$ cat config.mk
export PLATFORM = sky130hd
export DESIGN_NAME = zx81_tape_rx
export DESIGN_NICKNAME = d
export VERILOG_FILES = /design/src/rtl/zx81_tape_pkg.sv /design/src/rtl/zx81_tape_rx_filter.sv /design/src/rtl/zx81_tape_rx.sv
export SDC_FILE = /design/constraint.sdc
export NUM_CORES = 1
export LEC_CHECK = 0
export ABC_AREA = 1
export BUFFER_PORTS_ARGS = -buffer_cell sky130_fd_sc_hd__buf_2
export CAP_MARGIN = 20
export CORE_UTILIZATION = 60
export DETAILED_ROUTE_END_ITERATION = 12
export PLACE_DENSITY = 0.87
export SLEW_MARGIN = 0
export SYNTH_ARGS = -nofsm -noshare
export SYNTH_HDL_FRONTEND = slang
export SYNTH_SLANG_ARGS = --single-unit
$ cat constraint.sdc
create_clock -name clk -period 6.3 [get_ports clk]
set_input_delay 0 -clock clk [delete_from_list [all_inputs] [get_ports clk]]
set_output_delay 0 -clock clk [all_outputs]
set_load 0.02 [all_outputs]
$ cat src/rtl/zx81_tape_pkg.sv
// Shared types and timing for the ZX81 tape path (encoder and receiver).
// All cycle counts assume the 500kHz tape clock.
package zx81_tape_pkg;

  typedef enum logic [1:0] {IDLE, HI, LO, GAP} rx_state_e;

  // Nominal encoder timing: 150us pulses split high/low, 1300us bit gap.
  localparam int PULSE_HI_CYC = 75;
  localparam int PULSE_LO_CYC = 75;
  localparam int BIT_GAP_CYC  = 650;
  localparam int ZERO_PULSES  = 4;
  localparam int ONE_PULSES   = 9;

  // Receiver acceptance windows.
  localparam int RX_FILT       = 3;
  localparam int RX_PULSE_MIN  = 25;
  localparam int RX_PULSE_MAX  = 200;
  localparam int RX_GAP_MIN    = 400;
  localparam int RX_ONE_MIN    = 7;
  localparam int RX_TIMEOUT    = 5000;
  localparam int BIT_PULSE_MIN = 2;
  localparam int BIT_PULSE_MAX = 12;

  localparam logic [7:0] NAME_END_MASK = 8'h80;

  function automatic logic is_name_end(input logic [7:0] b);
    return (b & NAME_END_MASK) != 8'h00;
  endfunction

endpackage

$ cat src/rtl/zx81_tape_rx_filter.sv
// EAR input conditioning: 2-FF synchroniser followed by a FILT-sample debounce.
// rise/fall are registered and coincide with the cycle t takes its new level.
module tape_in_filter
  import zx81_tape_pkg::*;
#(
  parameter int FILT = RX_FILT
) (
  input  logic clk,
  input  logic rst_n,
  input  logic tape_in,
  output logic t,
  output logic rise,
  output logic fall
);

  localparam int CW = $clog2(FILT + 1);

  logic [1:0]    sync_q;
  logic [CW-1:0] cnt_q, cnt_d;
  logic          t_q, t_d;
  logic          rise_q, rise_d;
  logic          fall_q, fall_d;

  always_comb begin
    t_d    = t_q;
    cnt_d  = '0;
    rise_d = 1'b0;
    fall_d = 1'b0;
    if (sync_q[1] != t_q) begin
      if (cnt_q == CW'(FILT - 1)) begin
        t_d    = sync_q[1];
        rise_d = sync_q[1];
        fall_d = ~sync_q[1];
      end else begin
        cnt_d = cnt_q + 1'b1;
      end
    end
  end

  always_ff @(posedge clk or negedge rst_n) begin
    if (!rst_n) begin
      sync_q <= '0;
      cnt_q  <= '0;
      t_q    <= 1'b0;
      rise_q <= 1'b0;
      fall_q <= 1'b0;
    end else begin
      sync_q <= {sync_q[0], tape_in};
      cnt_q  <= cnt_d;
      t_q    <= t_d;
      rise_q <= rise_d;
      fall_q <= fall_d;
    end
  end

  assign t    = t_q;
  assign rise = rise_q;
  assign fall = fall_q;

endmodule

$ cat src/rtl/zx81_tape_rx.sv
// ZX81 cassette receiver: counts pulses per bit, assembles bytes MSB first,
// tags filename bytes and reports framing errors and block timeouts.
module zx81_tape_rx
  import zx81_tape_pkg::*;
#(
  parameter int FILT      = RX_FILT,
  parameter int PULSE_MIN = RX_PULSE_MIN,
  parameter int PULSE_MAX = RX_PULSE_MAX,
  parameter int GAP_MIN   = RX_GAP_MIN,
  parameter int ONE_MIN   = RX_ONE_MIN,
  parameter int TIMEOUT   = RX_TIMEOUT
) (
  input  logic        clk,
  input  logic        rst_n,
  input  logic        enable,
  input  logic        tape_in,
  output logic [7:0]  byte_data,
  output logic        byte_valid,
  output logic        is_name,
  output logic [15:0] byte_cnt,
  output logic        bit_err,
  output logic        block_end,
  output logic        busy
);

  localparam logic [9:0]  PMIN_C   = 10'(PULSE_MIN);
  localparam logic [9:0]  PMAX_C   = 10'(PULSE_MAX);
  localparam logic [12:0] GAP_C    = 13'(GAP_MIN);
  localparam logic [12:0] TO_C     = 13'(TIMEOUT);
  localparam logic [3:0]  ONE_C    = 4'(ONE_MIN);
  localparam logic [3:0]  BPMIN_C  = 4'(BIT_PULSE_MIN);
  localparam logic [3:0]  BPMAX_C  = 4'(BIT_PULSE_MAX);

  logic t, rise, fall;

  tape_in_filter #(.FILT(FILT)) u_filter (
    .clk    (clk),
    .rst_n  (rst_n),
    .tape_in(tape_in),
    .t      (t),
    .rise   (rise),
    .fall   (fall)
  );

  rx_state_e   state_q, state_d;
  logic [9:0]  hi_cnt_q, hi_cnt_d;
  logic [12:0] lo_cnt_q, lo_cnt_d;
  logic [3:0]  pulse_cnt_q, pulse_cnt_d;
  logic [2:0]  bit_cnt_q, bit_cnt_d;
  logic [7:0]  shreg_q, shreg_d;
  logic        in_name_q, in_name_d;
  logic        got_byte_q, got_byte_d;
  logic        block_done_q, block_done_d;
  logic [7:0]  byte_data_q, byte_data_d;
  logic        byte_valid_q, byte_valid_d;
  logic        is_name_q, is_name_d;
  logic [15:0] byte_cnt_q, byte_cnt_d;
  logic        bit_err_q, bit_err_d;
  logic        block_end_q, block_end_d;
  logic        busy_q, busy_d;

  logic        bit_end, fail;
  logic [9:0]  hi_inc;
  logic [12:0] lo_inc;
  logic [7:0]  new_shreg;

  assign hi_inc    = (hi_cnt_q == 10'h3FF) ? hi_cnt_q : hi_cnt_q + 10'd1;
  assign lo_inc    = (lo_cnt_q >= TO_C) ? TO_C : lo_cnt_q + 13'd1;
  assign new_shreg = {shreg_q[6:0], (pulse_cnt_q >= ONE_C)};

  always_comb begin
    state_d      = state_q;
    hi_cnt_d     = hi_cnt_q;
    lo_cnt_d     = lo_cnt_q;
    pulse_cnt_d  = pulse_cnt_q;
    bit_cnt_d    = bit_cnt_q;
    shreg_d      = shreg_q;
    in_name_d    = in_name_q;
    got_byte_d   = got_byte_q;
    block_done_d = block_done_q;
    byte_data_d  = byte_data_q;
    is_name_d    = is_name_q;
    byte_cnt_d   = byte_cnt_q;
    busy_d       = busy_q;
    byte_valid_d = 1'b0;
    bit_err_d    = 1'b0;
    block_end_d  = 1'b0;
    bit_end      = 1'b0;
    fail         = 1'b0;

    if (!enable) begin
      state_d     = IDLE;
      shreg_d     = '0;
      bit_cnt_d   = '0;
      pulse_cnt_d = '0;
      busy_d      = 1'b0;
    end else begin
      case (state_q)
        IDLE: if (rise) begin
          state_d     = HI;
          hi_cnt_d    = 10'd1;
          pulse_cnt_d = '0;
          busy_d      = 1'b1;
          // A timed-out block leaves its count readable until the next one starts.
          if (block_done_q) begin
            byte_cnt_d   = '0;
            in_name_d    = 1'b1;
            got_byte_d   = 1'b0;
            block_done_d = 1'b0;
          end else if (!got_byte_q) begin
            in_name_d = 1'b1;
          end
        end
        HI: if (fall) begin
          if (hi_cnt_q < PMIN_C) begin
            fail = 1'b1;
          end else begin
            state_d     = LO;
            pulse_cnt_d = (pulse_cnt_q == 4'hF) ? pulse_cnt_q : pulse_cnt_q + 4'd1;
            lo_cnt_d    = 13'd1;
          end
        end else if (hi_cnt_q >= PMAX_C) begin
          fail = 1'b1;
        end else begin
          hi_cnt_d = hi_inc;
        end
        // The level is low on entry to LO and GAP, so t high means a rising edge.
        LO: if (t) begin
          state_d  = HI;
          hi_cnt_d = 10'd1;
        end else begin
          lo_cnt_d = lo_inc;
          if (lo_inc == GAP_C) begin
            state_d = GAP;
            bit_end = 1'b1;
          end
        end
        GAP: if (t) begin
          state_d     = HI;
          hi_cnt_d    = 10'd1;
          pulse_cnt_d = '0;
        end else begin
          lo_cnt_d = lo_inc;
          if (lo_inc == TO_C) begin
            state_d      = IDLE;
            block_end_d  = 1'b1;
            bit_err_d    = (bit_cnt_q != 3'd0);
            busy_d       = 1'b0;
            shreg_d      = '0;
            bit_cnt_d    = '0;
            block_done_d = 1'b1;
          end
        end
        default: state_d = IDLE;
      endcase

      if (bit_end) begin
        if (pulse_cnt_q < BPMIN_C || pulse_cnt_q > BPMAX_C) begin
          fail = 1'b1;
        end else begin
          shreg_d     = new_shreg;
          bit_cnt_d   = bit_cnt_q + 3'd1;
          pulse_cnt_d = '0;
          if (bit_cnt_q == 3'd7) begin
            byte_data_d  = new_shreg;
            byte_valid_d = 1'b1;
            is_name_d    = in_name_q;
            got_byte_d   = 1'b1;
            if (in_name_q) begin
              if (is_name_end(new_shreg)) in_name_d = 1'b0;
            end else if (byte_cnt_q != 16'hFFFF) begin
              byte_cnt_d = byte_cnt_q + 16'd1;
            end
          end
        end
      end

      if (fail) begin
        state_d     = IDLE;
        bit_err_d   = 1'b1;
        shreg_d     = '0;
        bit_cnt_d   = '0;
        pulse_cnt_d = '0;
        busy_d      = 1'b0;
      end
    end
  end

  always_ff @(posedge clk or negedge rst_n) begin
    if (!rst_n) begin
      state_q      <= IDLE;
      hi_cnt_q     <= '0;
      lo_cnt_q     <= '0;
      pulse_cnt_q  <= '0;
      bit_cnt_q    <= '0;
      shreg_q      <= '0;
      in_name_q    <= 1'b1;
      got_byte_q   <= 1'b0;
      block_done_q <= 1'b0;
      byte_data_q  <= '0;
      byte_valid_q <= 1'b0;
      is_name_q    <= 1'b0;
      byte_cnt_q   <= '0;
      bit_err_q    <= 1'b0;
      block_end_q  <= 1'b0;
      busy_q       <= 1'b0;
    end else begin
      state_q      <= state_d;
      hi_cnt_q     <= hi_cnt_d;
      lo_cnt_q     <= lo_cnt_d;
      pulse_cnt_q  <= pulse_cnt_d;
      bit_cnt_q    <= bit_cnt_d;
      shreg_q      <= shreg_d;
      in_name_q    <= in_name_d;
      got_byte_q   <= got_byte_d;
      block_done_q <= block_done_d;
      byte_data_q  <= byte_data_d;
      byte_valid_q <= byte_valid_d;
      is_name_q    <= is_name_d;
      byte_cnt_q   <= byte_cnt_d;
      bit_err_q    <= bit_err_d;
      block_end_q  <= block_end_d;
      busy_q       <= busy_d;
    end
  end

  assign byte_data  = byte_data_q;
  assign byte_valid = byte_valid_q;
  assign is_name    = is_name_q;
  assign byte_cnt   = byte_cnt_q;
  assign bit_err    = bit_err_q;
  assign block_end  = block_end_q;
  assign busy       = busy_q;

endmodule

=== After elaboration in Yosys (flattened, before gate mapping) ===
Index checks and enable logic that the tools add are counted.

* Bits in registers: 79

* $add $sub $neg: 6
* $lt $le $gt $ge: 6
* Eq/ne operators: 29
* Mux-type cells: 108
* Bitwise gates (word level): 2
* Reductions and logical operators: 13

{| class="wikitable"
|+ Operators by type and width
! operator !! number
|-
| $mux 16 || 8
|-
| $mux 8 || 7
|-
| $mux 13 || 4
|-
| $mux 1 || 51
|-
| $mux 10 || 5
|-
| $mux 4 || 9
|-
| $pmux 10 s3 || 1
|-
| $pmux 13 s2 || 1
|-
| $mux 2 || 11
|-
| $mux 3 || 7
|-
| $add 16x1->16 const B || 1
|-
| $ne 16x16->1 const B || 1
|-
| $reduce_and 5->1 || 3
|-
| $ne 2x2->1 const B || 7
|-
| $add 13x1->13 const B || 1
|-
| $eq 13x13->1 const B || 1
|-
| $eq 13x9->1 const B || 1
|-
| $ge 13x13->1 const B || 1
|-
| $ne 4x4->1 const B || 3
|-
| $pmux 4 s3 || 1
|-
| $add 10x1->10 const B || 1
|-
| $eq 10x10->1 const B || 1
|-
| $ge 10x8->1 const B || 1
|-
| $lt 10x5->1 const B || 1
|-
| other kinds (26) || 36
|}

=== Logic depth before layout (Yosys ltp) ===
Gate-level depths: netlist (run 1).

* Word-level depth: 11
* Mapped depth: 18
* Mapped depth without buffers: 17

=== Hierarchy ===
Synthesis (run 1) repeated with hierarchy kept, for this count alone.

* Cell total of the unflattened synthesis: 605
* Area, all modules: 4,588.2 µm²

{| class="wikitable"
|+ Modules (own cells, without submodules)
! module !! times used !! cells an instance !! area each (µm²)
|-
| zx81_tape_rx || 1 || 583 || 4,347.9
|-
| tape_in_filter || 1 || 22 || 240.2
|}

=== Worst setup path after synthesis (run 1) ===
OpenSTA, ideal clock, no wires.

* Kind: register -> register
* Start point: reg state_q[0]
* End point: reg hi_cnt_q[6]
* Setup time: 0.123 ns
* Arrival time: 1.959 ns
* Setup slack: 4.218 ns
* Stages on the path, launching flop included: 13
* Period minus slack after synthesis: 2.082 ns
* Cells stage by stage: dfrtp_1 inv_1 ha_1 nor2_1 inv_1 nand2_1 nand2_1 o31ai_2 nand3_1 nor2_1 nand2_1 o21ai_0 a21oi_1

* Longest elaborated chain between the ends: 4
* Elaborated cells on any way between the ends: 12
* Classes of those cells: 8 x eq/ne; 1 x mux; 3 x reduce/logical

{| class="wikitable"
|+ RTL lines
! item !! line !! source
|-
| start: declaration || zx81_tape_rx.sv:45 || <nowiki>rx_state_e state_q, state_d;</nowiki>
|-
| start signal: assignment || zx81_tape_rx.sv:208 || <nowiki>state_q <= state_d;</nowiki>
|-
| $eq 2x2->1 || zx81_tape_rx.sv:98 || <nowiki>case (state_q)</nowiki>
|-
| $reduce_or 2->1 (no source line) || n/a ||
|-
| $ne 2x1->1 (no source line) || n/a ||
|-
| $reduce_and 6->1 (no source line) || n/a ||
|-
| end signal: assignment || zx81_tape_rx.sv:209 || <nowiki>hi_cnt_q <= hi_cnt_d;</nowiki>
|-
| end: declaration || zx81_tape_rx.sv:46 || <nowiki>logic [9:0] hi_cnt_q, hi_cnt_d;</nowiki>
|}

Parallel ways exist; a longest one is shown, timed or not.
A chain may end at the register's enable or synchronous reset.

=== Worst setup path after layout (run 1) ===
* Start point: reg lo_cnt_q[0]
* End point: reg byte_data_q[1] (netlist: byte_data[1])

* Longest elaborated chain between the ends: 8
* Elaborated cells on any way between the ends: 9
* Classes of those cells: 1 x add/sub; 1 x order compare; 1 x eq/ne; 5 x mux; 1 x reduce/logical

{| class="wikitable"
|+ RTL lines
! item !! line !! source
|-
| start: declaration || zx81_tape_rx.sv:47 || <nowiki>logic [12:0] lo_cnt_q, lo_cnt_d;</nowiki>
|-
| start signal: assignment || zx81_tape_rx.sv:210 || <nowiki>lo_cnt_q <= lo_cnt_d;</nowiki>
|-
| $add 13x1->13 or $ge 13x13->1 (tied branches) || zx81_tape_rx.sv:68 || <nowiki>assign lo_inc = (lo_cnt_q >= TO_C) ? TO_C : lo_cnt_q + 13'd1;</nowiki>
|-
| $mux 13 * || zx81_tape_rx.sv:68 ||
|-
| $eq 13x9->1 * || zx81_tape_rx.sv:133 || <nowiki>if (lo_inc == GAP_C) begin</nowiki>
|-
| $mux 1 * || zx81_tape_rx.sv:133 ||
|-
| $mux 1 * || zx81_tape_rx.sv:128 || <nowiki>LO: if (t) begin</nowiki>
|-
| $mux 1 * || zx81_tape_rx.sv:98 ||
|-
| $mux 1 * || zx81_tape_rx.sv:91 || <nowiki>if (!enable) begin</nowiki>
|-
| $reduce_and 4->1 (no source line) * || n/a ||
|-
| end signal: assignment || zx81_tape_rx.sv:217 || <nowiki>byte_data_q <= byte_data_d;</nowiki>
|-
| end: declaration || zx81_tape_rx.sv:54 || <nowiki>logic [7:0] byte_data_q, byte_data_d;</nowiki>
|}

Every way passes the cells marked *; elsewhere a longest branch is shown, timed or not. The select of a mux whose other input is x is not followed.

==> results of run 1 <==
## kinds of logic after synthesis
group	count (synthesis)	share of synthesized area, %
AO/OA/AOI/OAI	88	9.25
XOR/XNOR	8	1.29
adder cells (fa/ha/maj)	15	3.44
buffers and inverters	125	9.30
flip-flops	78	35.8
AND/OR/NAND/NOR	509	40.9
## how the worst max path moves through the flow
stage	from	to	slack [ps]	depth (start not counted)
2_1_floorplan	state_q[0]	hi_cnt_q[6]	4220	12
3_3_place_gp	lo_cnt_q[0]	byte_data[1]	3670	11
3_5_place_dp	lo_cnt_q[0]	byte_data[1]	3600	11
4_1_cts	lo_cnt_q[0]	byte_data[1]	3580	11
5_1_grt	state_q[1]	byte_cnt[6]	3270	17
6_report	lo_cnt_q[0]	byte_data[1]	3560	11
## critical path: cells and delay by family (launching register included)
| family | cells | cell delay (ps) |
|---|---|---|
| AOI/OAI and AO/OA | 1 | 390 |
| adders and majority gates | 1 | 290 |
| DFF | 1 | 410 |
| buffers and inverters | 2 | 400 |
| and+or+nand+nor | 7 | 1190 |
## layout make-up
type | instances | area share (%)
Timing Repair Buffer | 36 | 3.55
Multi-Input combinational cell | 620 | 50.5
Sequential cell | 78 | 33.0
Clock inverter | 7 | 1.88
Tap cell | 108 | 2.28
Clock buffer | 9 | 2.09
Inverter | 105 | 6.76
## repair_timing
| item | CTS | global route |
|---|---|---|
| buffers inserted | 0 | 0 |
| hold buffers | 2 | 0 |
| endpoints found under the hold margin | 78 | 0 |
## power by group
group | total [mW] | internal [mW] | switching, mW
combinational | 0.403 | 0.127 | 0.276
clock | 0.457 | 0.234 | 0.223
sequential | 0.615 | 0.556 | 0.0596
total | 1.48 | 0.916 | 0.559
## per-layer routing
layer  vias up  global-route usage [%]  part of all wire, %
met2       209                    50.2                   48
met1      2563                    39.3                   44
li1       2651                       -                    -
met5         -                       0                    0
met3        28                    3.53                  6.1
met4         0                    12.3                  1.8
## state kept, by name, indices dropped and copies added, names as in the netlist, 2 cells and up
name,cells
state_q,2
byte_cnt,16
u_filter.sync_q,2
byte_data,8
pulse_cnt_q,4
shreg_q,7
bit_cnt_q,3
u_filter.cnt_q,2
hi_cnt_q,10
lo_cnt_q,13
## per-stage QoR
step	util [%]	instance area, sq um	worst slack, ps	cells
finish	67.6	5920	3560	963
CTS	67.4	5900	3580	962
floorplan	-	5450	4220	823
global placement	64.5	5650	3670	944
detailed placement	64.5	5650	3600	944
global route	67.6	5920	3270	963
## cell usage in the layout, fill, tap and decap left out, types with 2 or more instances in the layout
cell type	n
sky130_fd_sc_hd__a31oi_1	2
sky130_fd_sc_hd__inv_8	3
sky130_fd_sc_hd__nand3_1	52
sky130_fd_sc_hd__nor2_2	2
sky130_fd_sc_hd__o21ai_0	30
sky130_fd_sc_hd__nand2_2	10
sky130_fd_sc_hd__o21ai_1	2
sky130_fd_sc_hd__dlygate4sd3_1	2
sky130_fd_sc_hd__buf_2	31
sky130_fd_sc_hd__bufinv_16	2
sky130_fd_sc_hd__nor2_4	9
sky130_fd_sc_hd__nor3_1	9
sky130_fd_sc_hd__o32ai_1	2
sky130_fd_sc_hd__xnor2_1	2
sky130_fd_sc_hd__clkbuf_8	9
sky130_fd_sc_hd__ha_1	15
sky130_fd_sc_hd__nor3b_1	4
sky130_fd_sc_hd__nand3_2	5
sky130_fd_sc_hd__nand2_4	3
sky130_fd_sc_hd__o22ai_1	9
sky130_fd_sc_hd__nor2_1	85
sky130_fd_sc_hd__dfrtp_1	77
sky130_fd_sc_hd__a21oi_1	32
sky130_fd_sc_hd__nand4_1	16
sky130_fd_sc_hd__nand2_1	309
sky130_fd_sc_hd__nand3b_1	2
sky130_fd_sc_hd__inv_2	5
sky130_fd_sc_hd__xor2_1	6
sky130_fd_sc_hd__buf_4	2
sky130_fd_sc_hd__inv_6	2
sky130_fd_sc_hd__inv_1	98
sky130_fd_sc_hd__o211ai_1	5
==> results.py, run 1 <==
metrics = {
    "worst_setup_path": {
        "worst_path_most_repeated_cell": "sky130_fd_sc_hd__nand3_2",
        "critPathSlowestCell": "sky130_fd_sc_hd__dfrtp_1",
        "crit_path_max_fanout": 12,
        "required_ps": 6610,
        "critical_path.max_stage_delay_ps": 410,
        "worst-setup-path-type": "flip-flop to flip-flop",
        "worstPathCellList": "inv_1 > ha_1 > o211ai_1 > nand3_2 > nor2_4 > nand3_2 > nor2_4 > nand3_2 > clkinv_2 > nand2_1 > nand2_1",
        "reg2reg_setup_slack_ps": 3560,
        "critPathArrivalTime_ps": 3050,
        "startpoint_type": "flip-flop",
        "r2r_depth": 11,
        "reg2reg_to": "byte_data[1]",
        "cp-end-kind": "flip-flop",
        "r2r_start": "lo_cnt_q[0]",
    },
    "floorplan": {
        "design.die.area_sq_um": 9470,
        "design.core.area_sq_um": 8760,
        "design.portCount": 33,
        "chipHeight_microns": 97.3,
        "width_of_the_chip_microns": 97.3,
        "initial_core_util_pct": 62.2,
        "core.rowCount": 34,
    },
    "synth": {
        "synth-seq-cells": 78,
        "synth_common_cells": "sky130_fd_sc_hd__nand2_1, sky130_fd_sc_hd__inv_1, sky130_fd_sc_hd__nor2_1",
        "synth.largest_area_cell": "sky130_fd_sc_hd__dfrtp_1",
        "post_synthesis_instance_area_sq_um": 5450,
        "synthesis.instances": 823,
        "number_of_flops_mapped_to_enable_cells_by_yosys": 0,
        "yosys-top-cells-area": "sky130_fd_sc_hd__dfrtp_1, sky130_fd_sc_hd__nand2_1, sky130_fd_sc_hd__inv_1",
        "yosys.cell_types.count": 42,
        "synth-seq-area-share_pct": 35.8,
        "postSynth.asyncResetShare_pct": 100,
        "leading_cell_type_by_number_of_instances_after_synthesis": "sky130_fd_sc_hd__nand2_1",
        "share_of_the_synthesized_area_in_the_top_cell_type_pct": 35.4,
        "synthesis.yosys.warnings": 0,
        "synth-main-ff-cell": "sky130_fd_sc_hd__dfrtp_1",
        "synth.avg_cell_area_sq_um": 6.62,
        "postSynthNetCount": 842,
    },
    "timing": {
        "final-setup-viol-count": 0,
        "max_freq_ghz": 0.366,
        "fin_worst_skew_ps": 12.3,
        "final_max_slew_viol_count": 0,
        "shortest_period_the_worst_path_allows_ps": 2740,
        "maxSlewHeadroom_pct": 58.0,
        "rsz0062_at_grt": "no",
        "fin_tns_setup_ps": 0,
        "min_period_over_period_pct": 43.4,
        "fin_worst_hold_slack_ps": 94.8,
        "tightestPinTransition_ps": 628,
        "report.final.hold_viol_count": 0,
    },
    "layout": {
        "layout.area.seq_sq_um": 1950,
        "fillCellCount": 751,
        "nets": 869,
        "areaGrowthSynthToFinish_pct": 8.70,
        "num_antenna_cells": 0,
        "multi_input_area_sq_um": 2990,
        "layout-drive-gt1-share_pct": 10.8,
    },
    "global_routing": {
        "global_route.overflow_total": 0,
        "grt_start_max_net_pins": 79,
        "grt_util_all_layers_pct": 29.9,
        "grt_pass1_wl_microns": 23200,
        "grt_pass1_vias": 5197,
        "antenna_found_initial": 0,
    },
    "routing": {
        "totalWireLength_microns": 13700,
        "postRouteAntennaNets": 0,
        "wire_per_inst_microns": 14.2,
        "drt_first_pass_iters": 5,
        "drt_first_iter_violations": 349,
        "route.detailed.vias_per_inst": 5.66,
        "drcViolationCount": 0,
        "num_vias": 5451,
    },
    "cts": {
        "total_number_of_h_tree_levels": 3,
        "maximum_clock_insertion_buffer_count": 2,
        "cts.sink_count": 78,
        "post_cts_clock_slew_at_the_launch_and_capture_registers_of_the_worst_setup_and_hold_paths_ps": 100,
        "worst_skew_pair.late_latency_ps": 370,
        "cts.repair.resized": 0,
        "cts-buffers-inserted": 9,
        "clockRootBuffer": "sky130_fd_sc_hd__clkbuf_8",
        "tritoncts": "built",
    },
    "placement": {
        "routabilityCongestion": 0.901,
        "hpwlAfterDp_microns": 9700,
        "placement.io_buffers": 32,
    },
    "worst_hold_path": {
        "min-delay-start": "enable",
        "worst_hold_end": "byte_cnt[3]",
        "hold_depth": 3,
        "timing.hold.worst.class": "input port to flip-flop",
    },
    "status": {
        "outcome": "finished, final reports clean",
    },
    "power": {
        "ir_worst_vdd_mv": 0.212,
        "report.power.total_mw": 1.48,
        "leakage_nw": 3.22,
        "p_per_area_nw_per_um2": 249,
    },
    "flow_run": {
        "max_cap_viol_count": 0,
    },
}
No activity file was read; power rests on OpenSTA's default activity.
==> run 2, diff against run 1 <==
--- a/config.mk
+++ b/config.mk
@@ -5,12 +5,12 @@
 export SDC_FILE = /design/constraint.sdc
 export NUM_CORES = 1
 export LEC_CHECK = 0
-export ABC_AREA = 1
+export ABC_AREA = 0
 export BUFFER_PORTS_ARGS = -buffer_cell sky130_fd_sc_hd__buf_2
 export CAP_MARGIN = 20
 export CORE_UTILIZATION = 60
 export DETAILED_ROUTE_END_ITERATION = 12
-export PLACE_DENSITY = 0.87
+export PLACE_DENSITY = 0.88
 export SLEW_MARGIN = 0
 export SYNTH_ARGS = -nofsm -noshare
 export SYNTH_HDL_FRONTEND = slang
==> constraint.sdc (replaced) <==
create_clock -name clk -period 2.8 [get_ports clk]
set_input_delay 0 -clock clk [delete_from_list [all_inputs] [get_ports clk]]
set_output_delay 0 -clock clk [all_outputs]
set_load 0.02 [all_outputs]
==> run 2 against run 1 <==
Compared with the run above:
- synthesized cell count fell by 43%
- clock skew increased by 2.7 ps
- sequential power grew 130%
==> results.py, run 2 <==
metrics = {
    "synth": {
        "synth_common_cells": "sky130_fd_sc_hd__dfrtp_1, sky130_fd_sc_hd__nand2_1, sky130_fd_sc_hd__nor2_1",
        "synth.largest_area_cell": "sky130_fd_sc_hd__dfrtp_1",
        "synth-main-ff-cell": "sky130_fd_sc_hd__dfrtp_1",
        "synthesis.instances": 468,
        "postSynthNetCount": 487,
        "postSynth.asyncResetShare_pct": 100,
        "yosys-top-cells-area": "sky130_fd_sc_hd__dfrtp_1, sky130_fd_sc_hd__ha_1, sky130_fd_sc_hd__nand2_1",
        "post_synthesis_instance_area_sq_um": 4390,
        "synth-seq-cells": 78,
        "leading_cell_type_by_number_of_instances_after_synthesis": "sky130_fd_sc_hd__dfrtp_1",
        "share_of_the_synthesized_area_in_the_top_cell_type_pct": 43.9,
        "number_of_flops_mapped_to_enable_cells_by_yosys": 0,
        "synth.avg_cell_area_sq_um": 9.38,
        "synth-seq-area-share_pct": 44.5,
        "yosys.cell_types.count": 63,
        "synthesis.yosys.warnings": 0,
    },
    "status": {
        "outcome": "finished, final reports clean",
    },
    "worst_setup_path": {
        "required_ps": 3070,
        "worstSetupStartpoint": "bit_cnt_q[1]",
        "critPathSlowestCell": "sky130_fd_sc_hd__or3b_2",
        "worst_path_most_repeated_cell": "sky130_fd_sc_hd__ha_1",
        "reg2reg_to": "byte_cnt[7]",
        "critPathArrivalTime_ps": 3020,
        "cp-end-kind": "flip-flop",
        "worstPathCellList": "ha_1 > ha_1 > or3b_2 > nor4b_2 > o31ai_1 > nor3_2 > buf_4 > nand2_4 > or3_1 > o21ai_0",
        "r2r_depth": 10,
        "timing.critical_path.to": "byte_cnt[7]",
        "r2r_start": "bit_cnt_q[1]",
        "crit_path_max_fanout": 12,
        "path_buf_inv": 1,
        "critical_path.max_stage_delay_ps": 460,
        "reg2reg_setup_slack_ps": 50,
        "startpoint_type": "flip-flop",
        "worst_path_dominant_cell_family": "simple AND/OR/NAND/NOR gates",
        "crit_cells": 10,
        "worst-setup-path-type": "flip-flop to flip-flop",
    },
    "floorplan": {
        "initial_core_util_pct": 63.2,
        "design.portCount": 33,
        "width_of_the_chip_microns": 87.5,
        "chipHeight_microns": 87.5,
        "core.rowCount": 30,
        "design.die.area_sq_um": 7660,
        "design.core.area_sq_um": 6940,
    },
    "layout": {
        "multi_input_area_sq_um": 2350,
        "num_antenna_cells": 0,
        "largest_reg_flops": 16,
        "most_frequent_cells_in_the_layout": "sky130_fd_sc_hd__dfrtp_1, sky130_fd_sc_hd__nand2_1, sky130_fd_sc_hd__nor2_1",
        "layout.area.seq_sq_um": 1950,
        "layout-drive-gt1-share_pct": 18.5,
        "most_common_cell_after_layout_fill_and_taps_aside": "sky130_fd_sc_hd__dfrtp_1",
        "layout.core_utilization_pct": 73.5,
        "areaGrowthSynthToFinish_pct": 16.4,
        "nets": 537,
        "fillCellCount": 446,
    },
    "cts": {
        "maximum_clock_insertion_buffer_count": 2,
        "clockRootBuffer": "sky130_fd_sc_hd__clkbuf_8",
        "worst_skew_pair.late_latency_ps": 360,
        "cts.sink_count": 78,
        "cts-buffers-inserted": 9,
        "tritoncts": "built",
        "total_number_of_h_tree_levels": 3,
        "post_cts_clock_slew_at_the_launch_and_capture_registers_of_the_worst_setup_and_hold_paths_ps": 80,
    },
    "timing": {
        "final_max_slew_viol_count": 0,
        "final-setup-viol-count": 0,
        "max_freq_ghz": 0.364,
        "fin_tns_setup_ps": 0,
        "report.final.hold_viol_count": 0,
        "fin_worst_skew_ps": 14.9,
        "shortest_period_the_worst_path_allows_ps": 2750,
        "tightestPinTransition_ps": 957,
        "maxSlewHeadroom_pct": 36.2,
        "min_period_over_period_pct": 98.0,
    },
    "global_routing": {
        "global_route.overflow_total": 0,
        "m1_gr_usage_pct": 39.5,
        "grt_pass1_vias": 3596,
        "grt_util_all_layers_pct": 29.4,
        "grt_pass1_wl_microns": 17200,
        "grtUsageMet2_pct": 47.8,
        "grt_start_max_net_pins": 79,
        "grt.busiest_layer": "met2",
        "grt_use_met3_pct": 5.97,
        "antenna_found_initial": 0,
    },
    "routing": {
        "postRouteAntennaNets": 0,
        "drcViolationCount": 0,
        "drt_first_iter_violations": 325,
        "totalWireLength_microns": 10700,
        "num_vias": 3971,
        "drt_first_pass_iters": 6,
        "wire_per_inst_microns": 17.3,
        "route.detailed.vias_per_inst": 6.42,
    },
    "power": {
        "leakage_nw": 2.37,
        "ir_worst_vdd_mv": 0.549,
        "report.power.total_mw": 3.10,
        "p_per_area_nw_per_um2": 607,
    },
    "worst_hold_path": {
        "timing.hold.worst.class": "input port to flip-flop",
    },
    "placement": {
        "routabilityCongestion": 0.980,
        "placement.io_buffers": 32,
        "hpwlAfterDp_microns": 6880,
    },
    "flow_run": {
        "max_cap_viol_count": 0,
    },
}
[run 2: cell count changes in the layout (fill, tap and decap cells not counted), moves of 21 or more]
cell / change
sky130_fd_sc_hd__nor2_1: -53
sky130_fd_sc_hd__buf_4: +21
sky130_fd_sc_hd__nand2_1: -271
sky130_fd_sc_hd__inv_1: -79
sky130_fd_sc_hd__nand3_1: -28
[run 2: worst register-to-register path: stages (launching register included)]
cell                      delay (ps)
sky130_fd_sc_hd__dfrtp_1         410
sky130_fd_sc_hd__ha_1            180
sky130_fd_sc_hd__ha_1            190
sky130_fd_sc_hd__or3b_2          460
sky130_fd_sc_hd__nor4b_2         270
sky130_fd_sc_hd__o31ai_1         150
sky130_fd_sc_hd__nor3_2          310
sky130_fd_sc_hd__buf_4           180
sky130_fd_sc_hd__nand2_4          90
sky130_fd_sc_hd__or3_1           360
sky130_fd_sc_hd__o21ai_0          80
[run 2: worst min-delay path by stage]
stage | startpoint | depth (start not counted) | to
2_1_floorplan | rst_n | 0 | bit_cnt_q[0]
3_3_place_gp | tape_in | 1 | u_filter.sync_q[0]
3_5_place_dp | tape_in | 1 | u_filter.sync_q[0]
4_1_cts | enable | 3 | byte_cnt[1]
5_1_grt | enable | 2 | bit_err
6_report | enable | 3 | byte_cnt[1]
[run 2: layer usage]
metal / up-vias / part of all wire (%)
li1: 1823 / -
met1: 1925 / 42
met2: 192 / 49
met3: 31 / 6.9
met4: 0 / 2.5
met5: - / 0
[run 2: timing repair]
| item | in CTS | in global routing |
|---|---|---|
| setup buffers | 0 | 3 |
| hold buffers | 2 | 0 |
| endpoints found under the setup margin | 29 | 35 |
| gates resized for setup | 6 | 10 |
| pin swaps | 0 | 3 |
| hold endpoints to repair | 78 | 0 |
[run 2: layout make-up]
class / instances / share of cell area, %
Tap cell: 96 / 2.35
Inverter: 19 / 1.40
Sequential cell: 78 / 38.3
Clock inverter: 6 / 2.62
Clock buffer: 10 / 2.50
Multi-Input combinational cell: 354 / 46.0
Timing Repair Buffer: 56 / 6.81
[run 2: per-stage QoR]
stage | hold slack, ps | cells | instance area (sq um) | setup slack [ps]
finish | 63.7 | 619 | 5110 | 54.7
global route | 54.5 | 619 | 5110 | -63.7
global placement | 111 | 598 | 4730 | 56.3
detailed placement | 110 | 598 | 4730 | -74.8
floorplan | -296 | 468 | 4390 | 150
CTS | 12.4 | 616 | 5030 | 6.10
[run 2: report_power, final]
group | total [mW] | internal (mW) | switching (mW)
logic | 0.616 | 0.232 | 0.384
clock network | 1.09 | 0.683 | 0.412
registers | 1.39 | 1.24 | 0.148
total | 3.10 | 2.16 | 0.943
[run 2: logic make-up after synthesis]
family	count (synthesis)	share of synthesized area, %
AND/OR/NAND/NOR	192	23.6
AO/OA/AOI/OAI	128	19.2
flip-flops	78	44.5
buffers and inverters	36	3.45
adder cells (fa/ha/maj)	15	4.28
multiplexers	12	3.54
XOR/XNOR	7	1.40
==> run 3, diff against run 2 <==
--- a/config.mk
+++ b/config.mk
@@ -5,12 +5,12 @@
 export SDC_FILE = /design/constraint.sdc
 export NUM_CORES = 1
 export LEC_CHECK = 0
-export ABC_AREA = 0
+export ABC_AREA = 1
 export BUFFER_PORTS_ARGS = -buffer_cell sky130_fd_sc_hd__buf_2
 export CAP_MARGIN = 20
 export CORE_UTILIZATION = 60
 export DETAILED_ROUTE_END_ITERATION = 12
-export PLACE_DENSITY = 0.88
+export PLACE_DENSITY = 0.87
 export SLEW_MARGIN = 0
 export SYNTH_ARGS = -nofsm -noshare
 export SYNTH_HDL_FRONTEND = slang
==> run 3 against run 2 <==
Compared with the run above:
- fmax up 5.4%
- worst hold slack worse by 14 ps
- die area up 24%
- critical path depth up 5
- wire length up 30%
- critical path type unchanged
- largest cell class unchanged
==> results.py, run 3 (synthesis gave the netlist of run 1 again) <==
metrics = {
    "cts": {
        "maximum_clock_insertion_buffer_count": 2,
        "post_cts_clock_slew_at_the_launch_and_capture_registers_of_the_worst_setup_and_hold_paths_ps": 100,
        "cts.sink_count": 78,
        "cts-buffers-inserted": 9,
        "total_number_of_h_tree_levels": 3,
        "worst_skew_pair.late_latency_ps": 360,
        "clockRootBuffer": "sky130_fd_sc_hd__clkbuf_8",
        "tritoncts": "built",
    },
    "timing": {
        "final-setup-viol-count": 0,
        "min_period_over_period_pct": 93.0,
        "fin_worst_hold_slack_ps": 49.4,
        "fin_tns_setup_ps": 0,
        "final_max_slew_viol_count": 0,
        "max_freq_ghz": 0.384,
        "fin_worst_skew_ps": 13.3,
        "tightestPinTransition_ps": 578,
        "rsz0062_at_grt": "no",
        "shortest_period_the_worst_path_allows_ps": 2600,
        "maxSlewHeadroom_pct": 61.3,
        "report.final.hold_viol_count": 0,
    },
    "layout": {
        "layout-drive-gt1-share_pct": 11.5,
        "most_common_cell_after_layout_fill_and_taps_aside": "sky130_fd_sc_hd__nand2_1",
        "nets": 874,
        "final_cells": 968,
        "largest_reg_flops": 16,
        "most_frequent_cells_in_the_layout": "sky130_fd_sc_hd__nand2_1, sky130_fd_sc_hd__inv_1, sky130_fd_sc_hd__nor2_1",
        "fillCellCount": 725,
        "finalInstanceArea_sq_um": 5930,
        "areaGrowthSynthToFinish_pct": 8.79,
        "num_antenna_cells": 0,
    },
    "routing": {
        "totalWireLength_microns": 14000,
        "drt_first_iter_violations": 465,
        "drt_first_pass_iters": 7,
        "wire_per_inst_microns": 14.5,
        "num_vias": 5571,
        "drcViolationCount": 0,
        "postRouteAntennaNets": 0,
        "route.detailed.vias_per_inst": 5.76,
    },
    "global_routing": {
        "grt_pass1_wl_microns": 24100,
        "grt_pass1_vias": 5234,
        "global_route.overflow_total": 0,
        "antenna_found_initial": 0,
        "grt_util_all_layers_pct": 31.0,
        "grt_start_max_net_pins": 79,
    },
    "power": {
        "p_per_area_nw_per_um2": 531,
        "report.power.total_mw": 3.15,
        "leakage_nw": 3.22,
        "ir_worst_vdd_mv": 0.399,
    },
    "placement": {
        "routabilityCongestion": 1.01,
        "placed_area_sq_um": 5690,
        "hpwlAfterDp_microns": 9860,
        "placement.io_buffers": 32,
        "dp.cells": 949,
    },
    "status": {
        "outcome": "finished, final reports clean",
    },
    "floorplan": {
        "core.rowCount": 34,
        "width_of_the_chip_microns": 97.3,
        "design.core.area_sq_um": 8760,
        "chipHeight_microns": 97.3,
        "design.portCount": 33,
        "initial_core_util_pct": 62.2,
        "design.die.area_sq_um": 9470,
    },
    "worst_hold_path": {
        "timing.hold.worst.class": "input port to async pin",
    },
    "worst_setup_path": {
        "required_ps": 3100,
        "worst-setup-path-type": "flip-flop to flip-flop",
        "critPathArrivalTime_ps": 2910,
        "cp-end-kind": "flip-flop",
        "crit_path_max_fanout": 12,
        "reg2reg_setup_slack_ps": 200,
        "startpoint_type": "flip-flop",
    },
    "flow_run": {
        "max_cap_viol_count": 0,
    },
}
run 3: cell types whose count changed in the layout (fill, tap and decap cells not counted), moves of 10 or more:
cell | before | now
sky130_fd_sc_hd__nand2b_1 | 11 | 0
sky130_fd_sc_hd__inv_1 | 19 | 98
sky130_fd_sc_hd__and2_1 | 12 | 0
sky130_fd_sc_hd__or3_1 | 10 | 0
sky130_fd_sc_hd__nand2_1 | 38 | 308
sky130_fd_sc_hd__nor2_1 | 32 | 84
sky130_fd_sc_hd__nand2_2 | 0 | 11
sky130_fd_sc_hd__buf_4 | 23 | 7
sky130_fd_sc_hd__o21ai_1 | 14 | 2
sky130_fd_sc_hd__o31ai_1 | 11 | 1
sky130_fd_sc_hd__nand3_1 | 24 | 52
run 3: timing repair:
item / 4_1_cts / 5_1_grt
endpoints found under the setup margin: 0 / 3
gates resized for setup: 0 / 2
endpoints found under the hold margin: 78 / 0
hold buffers: 2 / 0
setup buffers: 0 / 0
run 3: worst max-delay path, stage by stage (launching register included):
cell                       delay (ps)
sky130_fd_sc_hd__dfrtp_1          470
sky130_fd_sc_hd__inv_2            110
sky130_fd_sc_hd__nand2_1           50
sky130_fd_sc_hd__nor2_1           110
sky130_fd_sc_hd__nand3_2          150
sky130_fd_sc_hd__nand2_4          210
sky130_fd_sc_hd__inv_6             80
sky130_fd_sc_hd__nand2_2          100
sky130_fd_sc_hd__nand3_2           90
sky130_fd_sc_hd__nor2_4           160
sky130_fd_sc_hd__nand3_2          120
sky130_fd_sc_hd__nor2_4           280
sky130_fd_sc_hd__nand3_2          290
sky130_fd_sc_hd__clkinv_2         190
sky130_fd_sc_hd__nand2_1           80
sky130_fd_sc_hd__nand2_1           60
run 3: path summary, 6_finish.rpt:
check,startpoint,cells past startpoint,endpoint
worst max register to register,lo_cnt_q[5],15,byte_data[7]
worst min register to register,u_filter.sync_q[0],0,u_filter.sync_q[1]
min in group clk,enable,4,byte_cnt[14]
worst min-delay path,rst_n,2,lo_cnt_q[7]
max in group asynchronous,rst_n,3,in_name_q
worst max-delay path,lo_cnt_q[5],15,byte_data[7]
run 3: layout make-up:
type                            instances  area [sq um]  area share, %
Multi-Input combinational cell        620          3000           50.5
Sequential cell                        78          1950           32.9
Inverter                              105           400           6.75
Timing Repair Buffer                   41           255           4.30
Clock buffer                           10           138           2.32
Tap cell                              108           135           2.28
Clock inverter                          6          52.6          0.886
run 3: where the power goes:
group	leakage, nW	switching [mW]	total (mW)	internal [mW]
combinational	2.07	0.640	0.933	0.294
sequential	1.06	0.134	1.38	1.25
clock	0.0914	0.469	0.829	0.360
run 3: routing by layer:
metal	global-route usage (%)	vias to the layer above	share of wire, %
met5	0	-	0
met4	11.0	0	2.4
met3	3.53	41	8.0
met2	52.0	282	48
met1	41.7	2586	41
li1	-	2662	-
run 3: through the flow:
step,worst slack [ps],utilization [%]
3_5_place_dp,238,64.9
3_3_place_gp,371,64.9
4_1_cts,204,67.3
2_1_floorplan,718,-
6_report,195,67.7
5_1_grt,3.94,67.7
